--- src/rtl/vctrl_mode_loader.sv ---
// vctrl_mode_loader
//   Programs a preset video timing mode into the video-control register file
//   through the file's single address/data write port, which it shares with
//   the host. The host always wins the port; the loader simply stalls.
//   Sequence: blank (0x0c, video off) -> timing bytes 0x00-0x0b -> enable
//   (0x0c, video on), so video is never enabled on half-written timing.
//   Build macro VCTRL_LOADER_VERIFY_EN adds a readback pass over 0x00-0x0c
//   that latches o_verify_fail on any mismatch; without it the flag is 0.
//
// Ports:
//   i_clk, i_reset_n          clock, synchronous active-low reset
//   i_host_addr/_data         host register address / write data
//   i_host_select/_wr_req     host access this cycle / host write strobe
//   o_host_data               host readback, straight from i_data_rd
//   i_mode, i_out_sel         preset index / {vga, hdmi} enables, taken with i_start
//   i_start                   one-cycle load request
//   o_busy, o_done, o_err     load running / completion pulse / bad-mode pulse
//   o_verify_fail             latched readback mismatch
//   o_addr, o_data_wr         register-file address / write data
//   o_select, o_wr_req        register-file select / write strobe
//   i_data_rd                 register-file combinational readback
//
// state  | meaning
// IDLE   | waiting for i_start
// BLANK  | write 0x0c with video off
// LOAD   | write timing bytes 0x00-0x0b
// ENABLE | write 0x0c with video and outputs on
// VERIFY | read back 0x00-0x0c and compare (verify build only)
// FINISH | one-cycle done pulse, back to IDLE
module vctrl_mode_loader #(
  parameter int ADDR_W = 5,
  parameter int DATA_W = 8
) (
  input  logic              i_clk,
  input  logic              i_reset_n,
  input  logic [ADDR_W-1:0] i_host_addr,
  input  logic [DATA_W-1:0] i_host_data,
  input  logic              i_host_select,
  input  logic              i_host_wr_req,
  output logic [DATA_W-1:0] o_host_data,
  input  logic [2:0]        i_mode,
  input  logic [1:0]        i_out_sel,
  input  logic              i_start,
  output logic              o_busy,
  output logic              o_done,
  output logic              o_err,
  output logic              o_verify_fail,
  output logic [ADDR_W-1:0] o_addr,
  output logic [DATA_W-1:0] o_data_wr,
  output logic              o_select,
  output logic              o_wr_req,
  input  logic [DATA_W-1:0] i_data_rd
);

  typedef enum logic [2:0] {
    S_IDLE, S_BLANK, S_LOAD, S_ENABLE, S_VERIFY, S_FINISH
  } state_t;

  localparam logic [3:0] LAST_TIMING = 4'd11;
  localparam logic [3:0] CTRL_IDX    = 4'd12;

  state_t     state_q, state_d;
  logic [1:0] mode_q, mode_d;
  logic [1:0] out_sel_q, out_sel_d;
  logic [3:0] idx_q, idx_d;
  logic       err_q, err_d;
`ifdef VCTRL_LOADER_VERIFY_EN
  logic       vfail_q, vfail_d;
`endif

  logic [11:0] h_act, h_ss, h_se, h_bl, v_act, v_ss, v_se, v_bl;
  logic        hpol, vpol;
  logic [7:0]  ctrl_off, ctrl_on, exp_byte;
  logic        ld_sel, ld_wr;
  logic [ADDR_W-1:0] ld_addr;
  logic [DATA_W-1:0] ld_data;
  logic        grant;

  function automatic logic [7:0] pack_byte(input logic [2:0] sel,
                                           input logic [11:0] act, ss, se, bl);
    logic [7:0] b;
    case (sel)
      3'd0:    b = act[7:0];
      3'd1:    b = {ss[3:0], act[11:8]};
      3'd2:    b = ss[11:4];
      3'd3:    b = se[7:0];
      3'd4:    b = {bl[3:0], se[11:8]};
      default: b = bl[11:4];
    endcase
    return b;
  endfunction

  always_comb begin
    case (mode_q)
      2'd1: begin
        h_act = 12'd800;  h_ss = 12'd840;  h_se = 12'd968;  h_bl = 12'd1056;
        v_act = 12'd600;  v_ss = 12'd601;  v_se = 12'd605;  v_bl = 12'd628;
        hpol = 1'b1; vpol = 1'b1;
      end
      2'd2: begin
        h_act = 12'd1280; h_ss = 12'd1390; h_se = 12'd1430; h_bl = 12'd1650;
        v_act = 12'd720;  v_ss = 12'd725;  v_se = 12'd730;  v_bl = 12'd750;
        hpol = 1'b1; vpol = 1'b1;
      end
      2'd3: begin
        h_act = 12'd1920; h_ss = 12'd2008; h_se = 12'd2052; h_bl = 12'd2200;
        v_act = 12'd1080; v_ss = 12'd1084; v_se = 12'd1089; v_bl = 12'd1125;
        hpol = 1'b1; vpol = 1'b1;
      end
      default: begin
        h_act = 12'd640;  h_ss = 12'd656;  h_se = 12'd752;  h_bl = 12'd800;
        v_act = 12'd480;  v_ss = 12'd490;  v_se = 12'd492;  v_bl = 12'd525;
        hpol = 1'b0; vpol = 1'b0;
      end
    endcase
  end

  // Byte expected at register idx_q; 0x0c is the final (video-on) value,
  // which is also what the readback pass must find there.
  always_comb begin
    ctrl_off = {3'b000, hpol, vpol, 3'b000};
    ctrl_on  = {3'b000, hpol, vpol, out_sel_q[1], out_sel_q[0], 1'b1};
    if (idx_q == CTRL_IDX)
      exp_byte = ctrl_on;
    else if (idx_q < 4'd6)
      exp_byte = pack_byte(idx_q[2:0], h_act, h_ss, h_se, h_bl);
    else
      exp_byte = pack_byte(3'(idx_q - 4'd6), v_act, v_ss, v_se, v_bl);
  end

  always_comb begin
    state_d   = state_q;
    mode_d    = mode_q;
    out_sel_d = out_sel_q;
    idx_d     = idx_q;
    err_d     = 1'b0;
`ifdef VCTRL_LOADER_VERIFY_EN
    vfail_d   = vfail_q;
`endif
    ld_sel    = 1'b0;
    ld_wr     = 1'b0;
    ld_addr   = '0;
    ld_data   = '0;
    grant     = !i_host_select;
    case (state_q)
      S_IDLE: begin
        if (i_start) begin
          if (i_mode[2]) begin
            err_d = 1'b1;
          end else begin
            mode_d    = i_mode[1:0];
            out_sel_d = i_out_sel;
            idx_d     = '0;
            state_d   = S_BLANK;
`ifdef VCTRL_LOADER_VERIFY_EN
            vfail_d   = 1'b0;
`endif
          end
        end
      end
      S_BLANK: begin
        ld_sel  = 1'b1;
        ld_wr   = 1'b1;
        ld_addr = ADDR_W'(CTRL_IDX);
        ld_data = DATA_W'(ctrl_off);
        if (grant) state_d = S_LOAD;
      end
      S_LOAD: begin
        ld_sel  = 1'b1;
        ld_wr   = 1'b1;
        ld_addr = ADDR_W'(idx_q);
        ld_data = DATA_W'(exp_byte);
        if (grant) begin
          if (idx_q == LAST_TIMING) begin
            idx_d   = CTRL_IDX;
            state_d = S_ENABLE;
          end else begin
            idx_d = idx_q + 4'd1;
          end
        end
      end
      S_ENABLE: begin
        ld_sel  = 1'b1;
        ld_wr   = 1'b1;
        ld_addr = ADDR_W'(CTRL_IDX);
        ld_data = DATA_W'(ctrl_on);
        if (grant) begin
          idx_d = '0;
`ifdef VCTRL_LOADER_VERIFY_EN
          state_d = S_VERIFY;
`else
          state_d = S_FINISH;
`endif
        end
      end
`ifdef VCTRL_LOADER_VERIFY_EN
      S_VERIFY: begin
        ld_sel  = 1'b1;
        ld_addr = ADDR_W'(idx_q);
        if (grant) begin
          if (i_data_rd != DATA_W'(exp_byte)) vfail_d = 1'b1;
          if (idx_q == CTRL_IDX) state_d = S_FINISH;
          else                   idx_d   = idx_q + 4'd1;
        end
      end
`endif
      S_FINISH: state_d = S_IDLE;
      default:  state_d = S_IDLE;
    endcase
  end

  always_ff @(posedge i_clk) begin
    if (!i_reset_n) begin
      state_q   <= S_IDLE;
      mode_q    <= '0;
      out_sel_q <= '0;
      idx_q     <= '0;
      err_q     <= 1'b0;
    end else begin
      state_q   <= state_d;
      mode_q    <= mode_d;
      out_sel_q <= out_sel_d;
      idx_q     <= idx_d;
      err_q     <= err_d;
    end
  end

`ifdef VCTRL_LOADER_VERIFY_EN
  always_ff @(posedge i_clk) begin
    if (!i_reset_n) vfail_q <= 1'b0;
    else            vfail_q <= vfail_d;
  end
  assign o_verify_fail = vfail_q;
`else
  assign o_verify_fail = 1'b0;
`endif

  assign o_host_data = i_data_rd;
  assign o_busy      = (state_q != S_IDLE) && (state_q != S_FINISH);
  assign o_done      = (state_q == S_FINISH);
  assign o_err       = err_q;
  assign o_select    = i_host_select ? 1'b1          : ld_sel;
  assign o_wr_req    = i_host_select ? i_host_wr_req : ld_wr;
  assign o_addr      = i_host_select ? i_host_addr   : ld_addr;
  assign o_data_wr   = i_host_select ? i_host_data   : ld_data;

endmodule

--- config.mk ---
export PLATFORM = sky130hd
export DESIGN_NAME = vctrl_mode_loader
export DESIGN_NICKNAME = d
export VERILOG_FILES = /design/src/rtl/vctrl_mode_loader.sv
export SDC_FILE = /design/constraint.sdc
export NUM_CORES = 1
export LEC_CHECK = 0
export BUFFER_PORTS_ARGS = -buffer_cell sky130_fd_sc_hd__buf_2
export CORE_UTILIZATION = 30
export DETAILED_ROUTE_END_ITERATION = 6
export GPL_TIMING_DRIVEN = 0
export MAX_ROUTING_LAYER = met4
export PLACE_DENSITY_LB_ADDON = 0.1
export SYNTH_ARGS = -nofsm -noshare
export SYNTH_HDL_FRONTEND = slang
export SYNTH_SLANG_ARGS = --single-unit
--- constraint.sdc ---
create_clock -name i_clk -period 2.1 [get_ports i_clk]
set_clock_uncertainty 0.05 [all_clocks]
set_input_delay 0.105 -clock i_clk [delete_from_list [all_inputs] [get_ports i_clk]]
set_output_delay 0.105 -clock i_clk [all_outputs]
set_load 0.01 [all_outputs]
* Word level (Yosys, flattened, before mapping)
Cells that the tools add are included.
** Word-level totals
- Bits in registers :: 12
- Output and inout bits :: 27
** Operators by class
- Magnitude comparators :: 1
- Mux-type cells :: 34
- Eq/ne operators :: 24
- Reductions and logical operators :: 13
- Add/sub/neg operators :: 2
- Bitwise logic cells :: 1
** Operators with widths (count)
- 11-bit case mux with 3 select lines :: 6
- 8-bit case mux with 5 select lines :: 2
- 12-bit case mux with 3 select lines :: 2
- 8-bit 2-to-1 mux :: 3
- 8-bit case mux with 3 select lines :: 1
- 4-bit 2-to-1 mux :: 5
- 3-bit by 2-bit equality test with 1-bit output (second input constant) :: 6
- 3-bit 2-to-1 mux :: 6
- 2-bit inequality test (second input constant) :: 6
- 3-bit case mux with 4 select lines :: 1
- 4-bit case mux with 3 select lines :: 1
- 3-bit by 1-bit equality test with 1-bit output (second input constant) :: 3
- 3-bit equality test (second input constant) :: 3
- 3-bit logical NOT :: 3
- 4-bit equality test (second input constant) :: 2
- 4-bit case mux with 2 select lines :: 1
- 3-bit AND reduction :: 2
- 6-bit AND reduction :: 1
- 3-bit nonzero test :: 2
- 3-bit OR reduction :: 2
- 1-bit 2-to-1 mux :: 5
- 5-bit 2-to-1 mux :: 1
- 5-bit AND reduction :: 1
- 4-bit by 1-bit adder with 4-bit output (second input constant) :: 1
- 8 further kinds :: 9

* Logic depth before layout (Yosys ltp)
- Word-level depth :: 7
- Mapped depth :: 8
- Gate-level depth less buffers :: 7

* Worst setup path after synthesis
No wires, ideal clock.
- Path type :: register -> output
- Start point :: reg idx_q[0]
- End point :: out o_data_wr[0]
- Path buffers :: 0
- Cell stages (with the launch flop) :: 8
- Arrival time :: 1.892 ns
- Slack :: 0.053 ns
- Path through :: dfxtp_1 -> inv_1 -> ha_1 -> or4_4 -> o21a_1 -> nor3_2 -> o21ai_0 -> a31oi_1
** Between the ends
- Cells in the longest elaborated chain, start to end :: 7
- Elaborated cells between the ends (all ways) :: 19
- Classes of those cells :: add/sub (1); order compare (1); eq/ne (9); mux (6); reduce/logical (2)
** Ends and longest elaborated chain
- from (decl) :: line 65 : logic [3:0] idx_q, idx_d;
- from (signal assigned) :: line 223 : idx_q <= idx_d;
- 3-bit subtractor :: line 128 : exp_byte = pack_byte(3'(idx_q - 4'd6), v_act, v_ss, v_se, v_bl);
- 3-bit equality test (tied with other cells) :: line 82 : case (sel)
- 8-bit case mux with 5 select lines :: line 82
- 8-bit 2-to-1 mux :: line 125 : else if (idx_q < 4'd6)
- 8-bit 2-to-1 mux (*) :: line 123 : if (idx_q == CTRL_IDX)
- 8-bit case mux with 3 select lines (*) :: line 145 : case (state_q)
- 8-bit 2-to-1 mux (*) :: line 245 : assign o_data_wr = i_host_select ? i_host_data : ld_data;
- to (decl) :: line 49 : output logic [DATA_W-1:0] o_data_wr,
Every way passes the cells marked *; elsewhere a longest branch is shown, timed or not.

* Worst setup path in the final report
- Start point :: reg idx_q[1]
- End point :: out o_data_wr[2]
Same word-level chain as after synthesis.

==> results.md <==
| Step | Quantity | Reported |
|:---|:---|:---|
| yosys | Synthesized area | 1760 µm² |
| placement | Gp weighted congestion | 0.922 |
| timing | Achievable clock frequency | 0.420 GHz |
| critical path | Crit path largest cell delay | 0.59 ns |
| finish | Sequential standard cell area | 254 µm² |
| critical path | Kind of start point of the critical path | flop |
| power and ir drop | Net switching share of the total power | 32.9% |
| timing | Smallest setup slack after layout | -0.278 ns |
| floorplanning | Vert. Die Dim | 78.6 µm |
| critical path | Required time at the endpoint of the critical path | 1.95 ns |
| power and ir drop | Peak VDD IR | 383 µV |
| power and ir drop | Clock network power share | 28.2% |
| floorplanning | Cell row count | 27 |
| global routing | Number of global-route vias before repair | 1894 |
| critical path | Kind of capture point of the worst setup path | output port |
| timing | Period utilisation layout | 113% |
| critical path | Peak fanout along the critical path | 5 |
| yosys | Average cell area after synthesis | 7.24 µm² |
| drt | Vias per std cell | 5.47 |
| finish | Final Core Density | 43.4% |
| power and ir drop | Power per cell area | 299 nW/µm² |
| finish | Most common library cell in the layout ignoring fill and taps | sky130_fd_sc_hd__buf_2 |
| power and ir drop | Total power | 0.725 mW |
| floorplanning | Full die area | 6170 µm² |
| finish | Post-synthesis to final-layout area growth | 37.6% |
| flow run | Max capacitance violation total | 0 |
| global routing | Global-route wire length before repair | 9.49 mm |
| global routing | Maximum number of pins on one net before global-route repair | 11 |
| placement | Number of buffers added on ports | 47 |
| drt | DR iter-0 viols | 185 |
| hold path | Worst hold path type | in -> reg |
| yosys | Primary FF master, synth | sky130_fd_sc_hd__dfxtp_1 |
| clocking | CTS Sinks | 12 |
| timing | Count of endpoints failing setup in the final report | 8 |
| yosys | Number of distinct library cells after synthesis | 56 |
| finish | Antenna Cells | 0 |
| run status | Violated checks | setup timing |
| global routing | Grt total ovfl | 0 |
| yosys | Async SR Flop Fraction | 0% |
| drt | Detailed Routing Iterations Pass 1 | 4 |
| run status | Status | complete, but fails checks |
| critical path | Series of cell instances along the critical path | buf_12 > ha_4 > or4_4 > o21ai_4 > a21oi_1 > a22oi_2 > o221ai_2 > buf_2 |
| drt | Via count | 2055 |
| timing | Final Max Slew Viols | 0 |
| floorplanning | Horizontal extent of the die | 78.6 µm |
| clocking | Number of buffers between clock root and the deepest sink | 2 |
| timing | Actual slew at the worst max-slew pin | 0.544 ns |
| power and ir drop | Sequential Power Share | 33.3% |
| yosys | Cells after synthesis | 243 |
| global routing | Grt met3 use | 3.72% |
| yosys | Post-synthesis sequential element count | 12 |
| global routing | Met2 track utilization from global routing | 31.3% |
| finish | Fraction of layout instances using a drive strength above 1 | 41.4% |
| yosys | Count of synthesis-stage warnings from yosys | 0 |
| clocking | Clock buffer count from CTS | 3 |
| global routing | GR Util met1 | 25.7% |
| clocking | Clock H-tree levels | 1 |
| floorplanning | Starting utilization of the core area | 31.6% |
| yosys | Post-Syn Nets | 287 |
| drt | Drt wl/cell | 15.7 µm |
| power and ir drop | Net switching power | 0.238 mW |
| critical path | Classification of the worst setup path | reg -> out |
| timing | Setup repair after global routing missed its margin | yes |
| placement | Pre-CTS worst setup slack | -0.456 ns |
| timing | Count of endpoints failing hold in the final timing report | 0 |
| timing | Relative max-transition margin | 63.7% |
| clocking | Worst-skew pair later-pin latency | 0.24 ns |
| clocking | Clock root buffer | sky130_fd_sc_hd__clkbuf_8 |
| drt | Post-route DRC violation count | 0 |
| finish | Area used by multi-input combinational logic | 1490 µm² |
| yosys | Post-synth EDFFs | 0 |
| placement | HPWL after detailed placement | 4.39 mm |
| critical path | Crit path arrival time | 2.22 ns |
| drt | Routed Wire Length | 5.90 mm |
| yosys | Sequential fraction of the synthesis area | 13.7% |
| clocking | CTS tree | built |
| floorplanning | Area of the core | 5570 µm² |
| finish | Count of filler cells inserted in the layout | 562 |
| finish | Commonest non-fill, non-tap cells in the layout | 51 x sky130_fd_sc_hd__buf_2, 22 x sky130_fd_sc_hd__buf_4, 22 x sky130_fd_sc_hd__nor2_1 |
| global routing | Number of antenna violations at the first check in global routing | 0 |
| critical path | Worst-path cell with the longest stage delay | sky130_fd_sc_hd__or4_4 |
| timing | Post-layout min period | 2.38 ns |
| power and ir drop | Leakage Power | 1.01 nW |
| clocking | CTS clk-pin slew, worst paths | 0.05 ns |
| floorplanning | Num ports | 58 |
| finish | Number of nets at the end of the flow | 350 |
| power and ir drop | Internal Dissipation | 0.486 mW |
| global routing | Most utilized layer in the global route result | met2 |
| global routing | Combined global-route utilization of all metal layers | 19.7% |
| drt | Remaining number of nets flagged by the antenna check after routing | 0 |
| power and ir drop | Portion of total power attributed to combinational logic | 38.5% |
## flip-flops by register name, summed over array words and instances (netlist names)
| signal | flops |
|---|---|
| o_err | 1 |
| idx_q | 4 |
| mode_q | 2 |
| state_q | 3 |
| out_sel_q | 2 |
## through the flow
| step | instance area [µm²] | cells | hold slack, ns | setup TNS (ns) |
|---|---|---|---|---|
| floorplan | 1760 | 243 | 0.181 | 0 |
| global placement | 2080 | 362 | 0.289 | -3.16 |
| detailed placement | 2080 | 362 | 0.299 | -2.75 |
| CTS | 2340 | 373 | 0.0529 | -1.92 |
| global route | 2420 | 376 | 0.0588 | -2.76 |
| finish | 2420 | 376 | 0.0534 | -2.04 |
## routing by layer
metal	routed length (µm)	part of all wire (%)
met5	0	0
met4	46	0.78
met3	451	7.6
met2	2690	46
met1	2710	46
## worst max-delay path, delay by kind of cell (launching register included)
kind            cells  cell delay [ns]
simple gates        1             0.59
flops               1             0.36
compound gates      4             0.59
buf+inv             2             0.28
fa+ha+maj           1             0.16
## cell usage after synthesis (2+ instances only)
cell / instances / area [µm²]
sky130_fd_sc_hd__a211o_1: 2 / 17.5
sky130_fd_sc_hd__a211oi_1: 6 / 45.0
sky130_fd_sc_hd__a21o_1: 5 / 37.5
sky130_fd_sc_hd__a21oi_1: 19 / 95.1
sky130_fd_sc_hd__a21oi_2: 2 / 17.5
sky130_fd_sc_hd__a221oi_1: 3 / 26.3
sky130_fd_sc_hd__a22o_1: 4 / 35.0
sky130_fd_sc_hd__a22oi_1: 2 / 15.0
sky130_fd_sc_hd__a31oi_1: 4 / 25.0
sky130_fd_sc_hd__a32oi_1: 2 / 17.5
sky130_fd_sc_hd__and3_1: 3 / 18.8
sky130_fd_sc_hd__buf_1: 2 / 7.51
sky130_fd_sc_hd__buf_2: 7 / 35.0
sky130_fd_sc_hd__buf_4: 9 / 67.6
sky130_fd_sc_hd__buf_6: 3 / 33.8
sky130_fd_sc_hd__clkbuf_1: 4 / 15.0
sky130_fd_sc_hd__clkinv_1: 2 / 7.51
sky130_fd_sc_hd__dfxtp_1: 12 / 240
sky130_fd_sc_hd__ha_1: 13 / 163
sky130_fd_sc_hd__inv_1: 8 / 30.0
sky130_fd_sc_hd__mux2i_1: 8 / 80.1
sky130_fd_sc_hd__nand2_1: 18 / 67.6
sky130_fd_sc_hd__nand2b_1: 7 / 43.8
sky130_fd_sc_hd__nand3_1: 6 / 30.0
sky130_fd_sc_hd__nand3b_1: 2 / 15.0
sky130_fd_sc_hd__nor2_1: 22 / 82.6
sky130_fd_sc_hd__nor2b_1: 8 / 50.1
sky130_fd_sc_hd__nor3_1: 2 / 10.0
sky130_fd_sc_hd__nor3_2: 2 / 20.0
sky130_fd_sc_hd__nor3b_1: 4 / 30.0
sky130_fd_sc_hd__nor4_1: 2 / 12.5
sky130_fd_sc_hd__o211ai_1: 6 / 45.0
sky130_fd_sc_hd__o21a_1: 3 / 22.5
sky130_fd_sc_hd__o21ai_0: 9 / 45.0
sky130_fd_sc_hd__o21ai_1: 3 / 15.0
sky130_fd_sc_hd__o21ai_2: 2 / 17.5
sky130_fd_sc_hd__o21bai_1: 2 / 15.0
sky130_fd_sc_hd__o221ai_1: 2 / 17.5
sky130_fd_sc_hd__o31ai_1: 4 / 30.0
sky130_fd_sc_hd__or2_2: 2 / 12.5
sky130_fd_sc_hd__or3_1: 2 / 12.5
## power groups by stage
stage / clock, mW / combinational, mW / sequential, mW
global route: 0.218 / 0.303 / 0.242
global placement: 0 / 0.258 / 0.248
detailed placement: 0 / 0.256 / 0.248
floorplan: 0 / 0.171 / 0.246
finish: 0.204 / 0.279 / 0.241
CTS: 0.209 / 0.272 / 0.241
## cell families (layout without fill, tap and decap cells)
family,Yosys count,in the layout,share of synthesized area [%]
other,1,1,0.213
adders and majority gates,13,13,9.25
DFF,12,12,13.7
xor gates and xnor gates,1,1,0.498
and+or+nand+nor,86,86,26.3
AOI/OAI and AO/OA,86,86,33.7
muxes,9,9,5.19
buffers and inverters,35,96,11.2
## worst paths after layout
path | end | from | slack, ns | depth (start not counted)
min reg2reg | out_sel_q[1] | out_sel_q[1] | 0.47 | 2
min | out_sel_q[1] | i_out_sel[1] | 0.05 | 3
max | o_data_wr[2] | idx_q[1] | -0.28 | 8
max reg2reg | mode_q[0] | state_q[0] | 0.35 | 6
## layout make-up
type                            instances  share of cell area, %
Timing Repair Buffer                   59                   14.1
Clock buffer                            3                   1.71
Sequential cell                        12                   10.5
Tap cell                               72                   3.72
Multi-Input combinational cell        196                   61.5
Inverter                               10                   1.60
Buffer                                 24                   6.87
## timing repair
action | in CTS | in global routing
buffers inserted | 9 | 3
pin swaps | 11 | 10
hold buffers | 0 | 0
endpoints found under the setup margin | 8 | 8
gates resized for setup | 37 | 14
(Power assumes the default switching activity.)
